$ cat src/rtl/mc_control_fsm.sv
// mc_control_fsm
//
// Multi-cycle sequencing controller for the RV32I datapath. Every instruction
// is walked through fetch, decode, execute, memory and write-back states. The
// controller drives the shared ALU selects, the unified memory port, and the
// PC, IR and register-file write strobes. The unified memory can have a
// variable latency, so each memory access waits for a mem_ready handshake. An
// ecall halts the machine when its halt condition is true. A counter records
// how many instructions have retired.
//
// Ports
//   clk              rising-edge clock for all state
//   reset            asynchronous, active-high; returns to fetch, clears counter
//   opcode[6:0]      IR[6:0] of the latched instruction
//   mem_ready        pending memory read/write completes at this edge
//   alu_bcond        branch-condition result from the ALU
//   ecall_halt_cond  high when x17 == 10
//   pc_write         load PC
//   pc_source[1:0]   0=ALU result, 1=ALUOut, 2=ALU result with bit0 cleared
//   iord             memory address select: 0=PC, 1=ALUOut
//   mem_read         memory read request
//   mem_write        memory write request
//   ir_write         latch IR and old_pc
//   reg_write        register-file write enable
//   wb_sel[1:0]      0=ALUOut, 1=MDR, 2=old_pc+4
//   alu_src_a[1:0]   0=PC, 1=A (rs1), 2=old_pc
//   alu_src_b[1:0]   0=B (rs2), 1=constant 4, 2=imm
//   alu_op[1:0]      0=add, 1=branch compare, 2=funct-decoded
//   is_halted        sticky halt indication
//   retire_count     retired-instruction count, wraps modulo 2^CNT_W

module mc_control_fsm #(
  parameter int CNT_W = 32
) (
  input  logic             clk,
  input  logic             reset,
  input  logic [6:0]       opcode,
  input  logic             mem_ready,
  input  logic             alu_bcond,
  input  logic             ecall_halt_cond,
  output logic             pc_write,
  output logic [1:0]       pc_source,
  output logic             iord,
  output logic             mem_read,
  output logic             mem_write,
  output logic             ir_write,
  output logic             reg_write,
  output logic [1:0]       wb_sel,
  output logic [1:0]       alu_src_a,
  output logic [1:0]       alu_src_b,
  output logic [1:0]       alu_op,
  output logic             is_halted,
  output logic [CNT_W-1:0] retire_count
);

  localparam logic [6:0] OP_R     = 7'b0110011;
  localparam logic [6:0] OP_I     = 7'b0010011;
  localparam logic [6:0] OP_LOAD  = 7'b0000011;
  localparam logic [6:0] OP_STORE = 7'b0100011;
  localparam logic [6:0] OP_BR    = 7'b1100011;
  localparam logic [6:0] OP_JAL   = 7'b1101111;
  localparam logic [6:0] OP_JALR  = 7'b1100111;
  localparam logic [6:0] OP_ECALL = 7'b1110011;

  typedef enum logic [3:0] {
    S_IF,
    S_ID,
    S_EX_R,
    S_EX_I,
    S_MEM_ADDR,
    S_MEM_RD,
    S_MEM_WR,
    S_WB_ALU,
    S_WB_MEM,
    S_EX_BR,
    S_EX_JAL,
    S_EX_JALR,
    S_ECALL,
    S_HALT
  } state_t;

  state_t           state_reg;
  state_t           state_next;
  logic [CNT_W-1:0] retire_count_reg;
  logic             retire;

  // These strobes and requests are produced ungated here. They are masked by
  // reset below so that a reset drops them without waiting for a clock edge.
  logic pc_write_raw;
  logic ir_write_raw;
  logic reg_write_raw;
  logic mem_read_raw;
  logic mem_write_raw;

  always_ff @(posedge clk or posedge reset) begin
    if (reset) begin
      state_reg        <= S_IF;
      retire_count_reg <= '0;
    end else begin
      state_reg <= state_next;
      if (retire) begin
        retire_count_reg <= retire_count_reg + CNT_W'(1);
      end
    end
  end

  always_comb begin
    state_next    = state_reg;
    pc_write_raw  = 1'b0;
    ir_write_raw  = 1'b0;
    reg_write_raw = 1'b0;
    mem_read_raw  = 1'b0;
    mem_write_raw = 1'b0;
    pc_source     = 2'd0;
    iord          = 1'b0;
    wb_sel        = 2'd0;
    alu_src_a     = 2'd0;
    alu_src_b     = 2'd0;
    alu_op        = 2'd0;
    retire        = 1'b0;

    case (state_reg)
      S_IF: begin
        // PC+4 is computed in the ALU. It is written together with IR on the
        // same edge that completes the fetch.
        mem_read_raw = 1'b1;
        alu_src_b    = 2'd1;
        ir_write_raw = mem_ready;
        pc_write_raw = mem_ready;
        if (mem_ready) begin
          state_next = S_ID;
        end
      end

      S_ID: begin
        // Branch/jal target old_pc+imm is computed here into ALUOut.
        alu_src_a = 2'd2;
        alu_src_b = 2'd2;
        case (opcode)
          OP_R:     state_next = S_EX_R;
          OP_I:     state_next = S_EX_I;
          OP_LOAD,
          OP_STORE: state_next = S_MEM_ADDR;
          OP_BR:    state_next = S_EX_BR;
          OP_JAL:   state_next = S_EX_JAL;
          OP_JALR:  state_next = S_EX_JALR;
          OP_ECALL: state_next = S_ECALL;
          default: begin
            // An unknown opcode is executed as a nop and still retires.
            state_next = S_IF;
            retire     = 1'b1;
          end
        endcase
      end

      S_EX_R: begin
        alu_src_a  = 2'd1;
        alu_src_b  = 2'd0;
        alu_op     = 2'd2;
        state_next = S_WB_ALU;
      end

      S_EX_I: begin
        alu_src_a  = 2'd1;
        alu_src_b  = 2'd2;
        alu_op     = 2'd2;
        state_next = S_WB_ALU;
      end

      S_MEM_ADDR: begin
        alu_src_a  = 2'd1;
        alu_src_b  = 2'd2;
        state_next = (opcode == OP_LOAD) ? S_MEM_RD : S_MEM_WR;
      end

      S_MEM_RD: begin
        iord         = 1'b1;
        mem_read_raw = 1'b1;
        if (mem_ready) begin
          state_next = S_WB_MEM;
        end
      end

      S_MEM_WR: begin
        iord          = 1'b1;
        mem_write_raw = 1'b1;
        if (mem_ready) begin
          state_next = S_IF;
          retire     = 1'b1;
        end
      end

      S_WB_ALU: begin
        reg_write_raw = 1'b1;
        wb_sel        = 2'd0;
        state_next    = S_IF;
        retire        = 1'b1;
      end

      S_WB_MEM: begin
        reg_write_raw = 1'b1;
        wb_sel        = 2'd1;
        state_next    = S_IF;
        retire        = 1'b1;
      end

      S_EX_BR: begin
        // When the branch is not taken, the PC+4 written during fetch is kept.
        alu_src_a    = 2'd1;
        alu_src_b    = 2'd0;
        alu_op       = 2'd1;
        pc_source    = 2'd1;
        pc_write_raw = alu_bcond;
        state_next   = S_IF;
        retire       = 1'b1;
      end

      S_EX_JAL: begin
        reg_write_raw = 1'b1;
        wb_sel        = 2'd2;
        pc_write_raw  = 1'b1;
        pc_source     = 2'd1;
        state_next    = S_IF;
        retire        = 1'b1;
      end

      S_EX_JALR: begin
        // A was latched in ID, so a write to rd == rs1 here cannot corrupt
        // the target that is being computed.
        alu_src_a     = 2'd1;
        alu_src_b     = 2'd2;
        pc_write_raw  = 1'b1;
        pc_source     = 2'd2;
        reg_write_raw = 1'b1;
        wb_sel        = 2'd2;
        state_next    = S_IF;
        retire        = 1'b1;
      end

      S_ECALL: begin
        // The halting ecall also retires.
        state_next = ecall_halt_cond ? S_HALT : S_IF;
        retire     = 1'b1;
      end

      S_HALT: begin
        state_next = S_HALT;
      end

      default: begin
        state_next = S_IF;
      end
    endcase
  end

  assign pc_write     = pc_write_raw  & ~reset;
  assign ir_write     = ir_write_raw  & ~reset;
  assign reg_write    = reg_write_raw & ~reset;
  assign mem_read     = mem_read_raw  & ~reset;
  assign mem_write    = mem_write_raw & ~reset;
  assign is_halted    = (state_reg == S_HALT);
  assign retire_count = retire_count_reg;

endmodule

$ cat config.mk
export PLATFORM = sky130hd
export DESIGN_NAME = mc_control_fsm
export DESIGN_NICKNAME = d
export VERILOG_FILES = /design/src/rtl/mc_control_fsm.sv
export SDC_FILE = /design/constraint.sdc
export NUM_CORES = 1
export LEC_CHECK = 0
export CAP_MARGIN = 0
export CORE_MARGIN = 3
export CORE_UTILIZATION = 44
export DETAILED_ROUTE_END_ITERATION = 10
export HOLD_SLACK_MARGIN = 0.03
export PLACE_DENSITY = 0.85
export SLEW_MARGIN = 15
export SYNTH_ARGS = -nofsm -noshare
export SYNTH_HDL_FRONTEND = slang
export SYNTH_SLANG_ARGS = --single-unit
$ cat constraint.sdc
create_clock -name clk -period 2.8 [get_ports clk]
set_input_delay 0.84 -clock clk [delete_from_list [all_inputs] [get_ports clk]]
set_output_delay 0.84 -clock clk [all_outputs]
set_load 0.1 [all_outputs]
==> run_results.csv <==
group,metric,value,unit
synthesis,ys_warn_count,0,
synthesis,syn_area,2270,sq um
routing,routed.top_layer,"met4",
synthesis,synth_top_area_share,0.397,
place,dp_hpwl,4370,microns
routing,routed_via_density,5.47,
synthesis,yosys.cell_types.count,48,
critical_path,crit_required,1.96,ns
critical_path,critPathSlowestCell,"clkdlybuf4s50_1",
sta,finalSetupTns,0,ns
synthesis,synth_seq_cells,36,
global_routing,grtUsageTotal,0.199,
power_and_ir_drop,peakVddDrop,0.549,mV
finish,areaGrowthSynthToFinish,47.8,%
cts,post_cts_buffers,0,
place,port_buffers,60,
cts,clockRootBuffer,"clkbuf_8",
cts,clock_latency,0.29,ns
cts,cts_sinks,36,
synthesis,ys_seq_area_frac,0.397,
global_routing,grt_max_degree,37,
place,pre_cts_ws,-0.105,ns
routing,ant_nets,0,
finish,fin_nets,329,
sta,slew_violations,0,
floorplan,dieArea,6050,sq um
critical_path,cp_num_buf_inv,2,
routing,wl_met3,308,microns
routing,first_pass_iters,4,
place,place_congestion,0.873,
synthesis,yosys-top-cells-area,"dfrtp_1 40%, xnor2_1 6.6%, xor2_1 6.2%, nor2_1 4.5%, nand4_1 3.9%",
synthesis,yosysMostFrequentCell,"dfrtp_1",
critical_path,startpoint_type,"input port",
cts,htreeDepth,2,
critical_path,crit_arrival,1.93,ns
finish,n_antenna_cell,0,
global_routing,grt_pass1_wl,9890,microns
critical_path,crit_fanout,1,
synthesis,avgSynthCellArea,9.25,sq um
sta,final.period_utilization,0.990,
routing,drc,0,
cts,clk_path_buf_depth,2,
global_routing,antenna_found_initial,0,
sta,fin_skew,0.00446,ns
cts,cts_inserted_buffers,5,
cts,path_clk_slew,0.06,ns
critical_path,crit_chain,"clkdlybuf4s50_1 -> a21oi_2 -> nor3_4 -> or2_4 -> buf_12",
floorplan,die_x,77.8,microns
routing,drt_iter0_markers,96,
synthesis,syn_nets,258,
critical_path,cpLargestDelayFamily,"buffers and inverters",
critical_path,worst-setup-path-type,"input port to output pin",
global_routing,first_global_vias,2000,
finish,design_area,3350,sq um
critical_path,cp-end-kind,"output pin",
hold_path,worstHoldPathType,"flop to flop",
critical_path,slowest_delay,0.42,ns
synthesis,async_reset_ff_frac,1.00,
floorplan,io_pins,61,
power_and_ir_drop,leakagePower,1.50,nW
routing,detail_route.wl_per_cell,15.2,microns
sta,finalHoldViolCount,0,
cts,cts_tree,"yes",
floorplan,die_y,77.8,microns
place,postPlaceCellArea,3230,sq um
synthesis,ys.flop_type,"dfrtp_1",
synthesis,syn_inst,245,
floorplan,core_area,4850,sq um
sta,fin_crit,2.77,ns
cts,ctsHoldBuffers,0,
sta,finalSetupViolCount,0,
status,status,"complete, no violations",
sta,relSlewSlack,0.484,
sta,fin_ws,0.0286,ns
global_routing,globalRouteOverflowTotal,0,
routing,wirelength,5840,microns
routing,wl_met2,2930,microns
routing,wl_met1,2570,microns
job,drv_cap,0,
power_and_ir_drop,power.density,991,nW/um^2
routing,route.vias.total,2094,
synthesis,yosys.area.top_type,"dfrtp_1",
floorplan,rows,25,
floorplan,start_util,0.468,
finish,drive_above_1_share,0.354,
sta,worst_pin_slew,0.774,ns
sta,fmax,361,MHz
synthesis,synth_edf_count,0,
finish,largest_reg_flops,32,
synthesis,yosys-top-cells-count,"36 x dfrtp_1, 27 x nor2_1, 22 x nand2_1",
-- cells in the final DEF, fill, tap and decap left out, types with 7 or more instances in the layout --
cell | netlist | layout
nand4_1 | 14 | 14
clkdlybuf4s50_1 | 0 | 10
buf_4 | 0 | 48
xor2_1 | 16 | 16
buf_12 | 0 | 17
nand3_1 | 14 | 14
nand2_1 | 22 | 22
clkbuf_8 | 0 | 7
nor2_1 | 27 | 21
xnor2_1 | 17 | 17
dfrtp_1 | 36 | 34
-- where the power goes --
group          leakage [nW]  switching [mW]  total (mW)  internal, mW
combinational         0.973            1.45        2.17         0.721
clock                0.0503           0.173       0.392         0.219
sequential            0.477           0.173       0.758         0.585
total                  1.50            1.80        3.32          1.52
-- logic make-up (layout without fill, tap and decap cells) --
logic type / Yosys count / count (layout) / share of synthesized area
compound gates: 29 / 29 / 0.101
simple gates: 126 / 126 / 0.327
xor+xnor: 33 / 33 / 0.127
flops: 36 / 36 / 0.397
buf+inv: 20 / 91 / 0.0419
fa+ha+maj: 1 / 1 / 0.00552
-- timing repair --
action / CTS / global route
setup endpoints to repair: 1 / 2
gates resized for setup: 2 / 6
pin swaps: 0 / 1
-- metal layers --
layer | vias to the layer above | track usage
met3 | 4 | 0.0418
met2 | 72 | 0.336
met5 | - | 0
met4 | 0 | 0.0374
li1 | 1004 | -
met1 | 1014 | 0.264
-- stage by stage --
stage	power [mW]	hold slack, ns	instances	util
3_3_place_gp	2.90	0.475	376	0.666
5_1_grt	3.46	0.502	383	0.691
2_1_floorplan	2.32	0.715	245	-
3_5_place_dp	2.93	0.472	376	0.666
6_report	3.32	0.476	383	0.691
4_1_cts	3.33	0.481	383	0.687
-- layout make-up --
class | instances | area [sq um]
repair buffers | 77 | 825
multi-input cells | 189 | 1420
clock buffers | 7 | 96.3
inverters | 7 | 27.5
well taps | 67 | 83.8
fillers | 371 | 1500
flip-flops and latches | 36 | 903
-- final timing paths --
check | start | end | slack (ns) | cells after the start
max | alu_bcond | pc_write | 0.03 | 5
min | retire_count[31] | retire_count[31] | 0.48 | 1
max reg2reg | state_reg[3] | retire_count[17] | 0.68 | 5
min reg2reg | retire_count[31] | retire_count[31] | 0.48 | 1
max in group asynchronous | reset | state_reg[0] | 1.71 | 3
min in group asynchronous | reset | retire_count[30] | 0.75 | 3
Note: power is estimated with default switching activity, not from simulation.
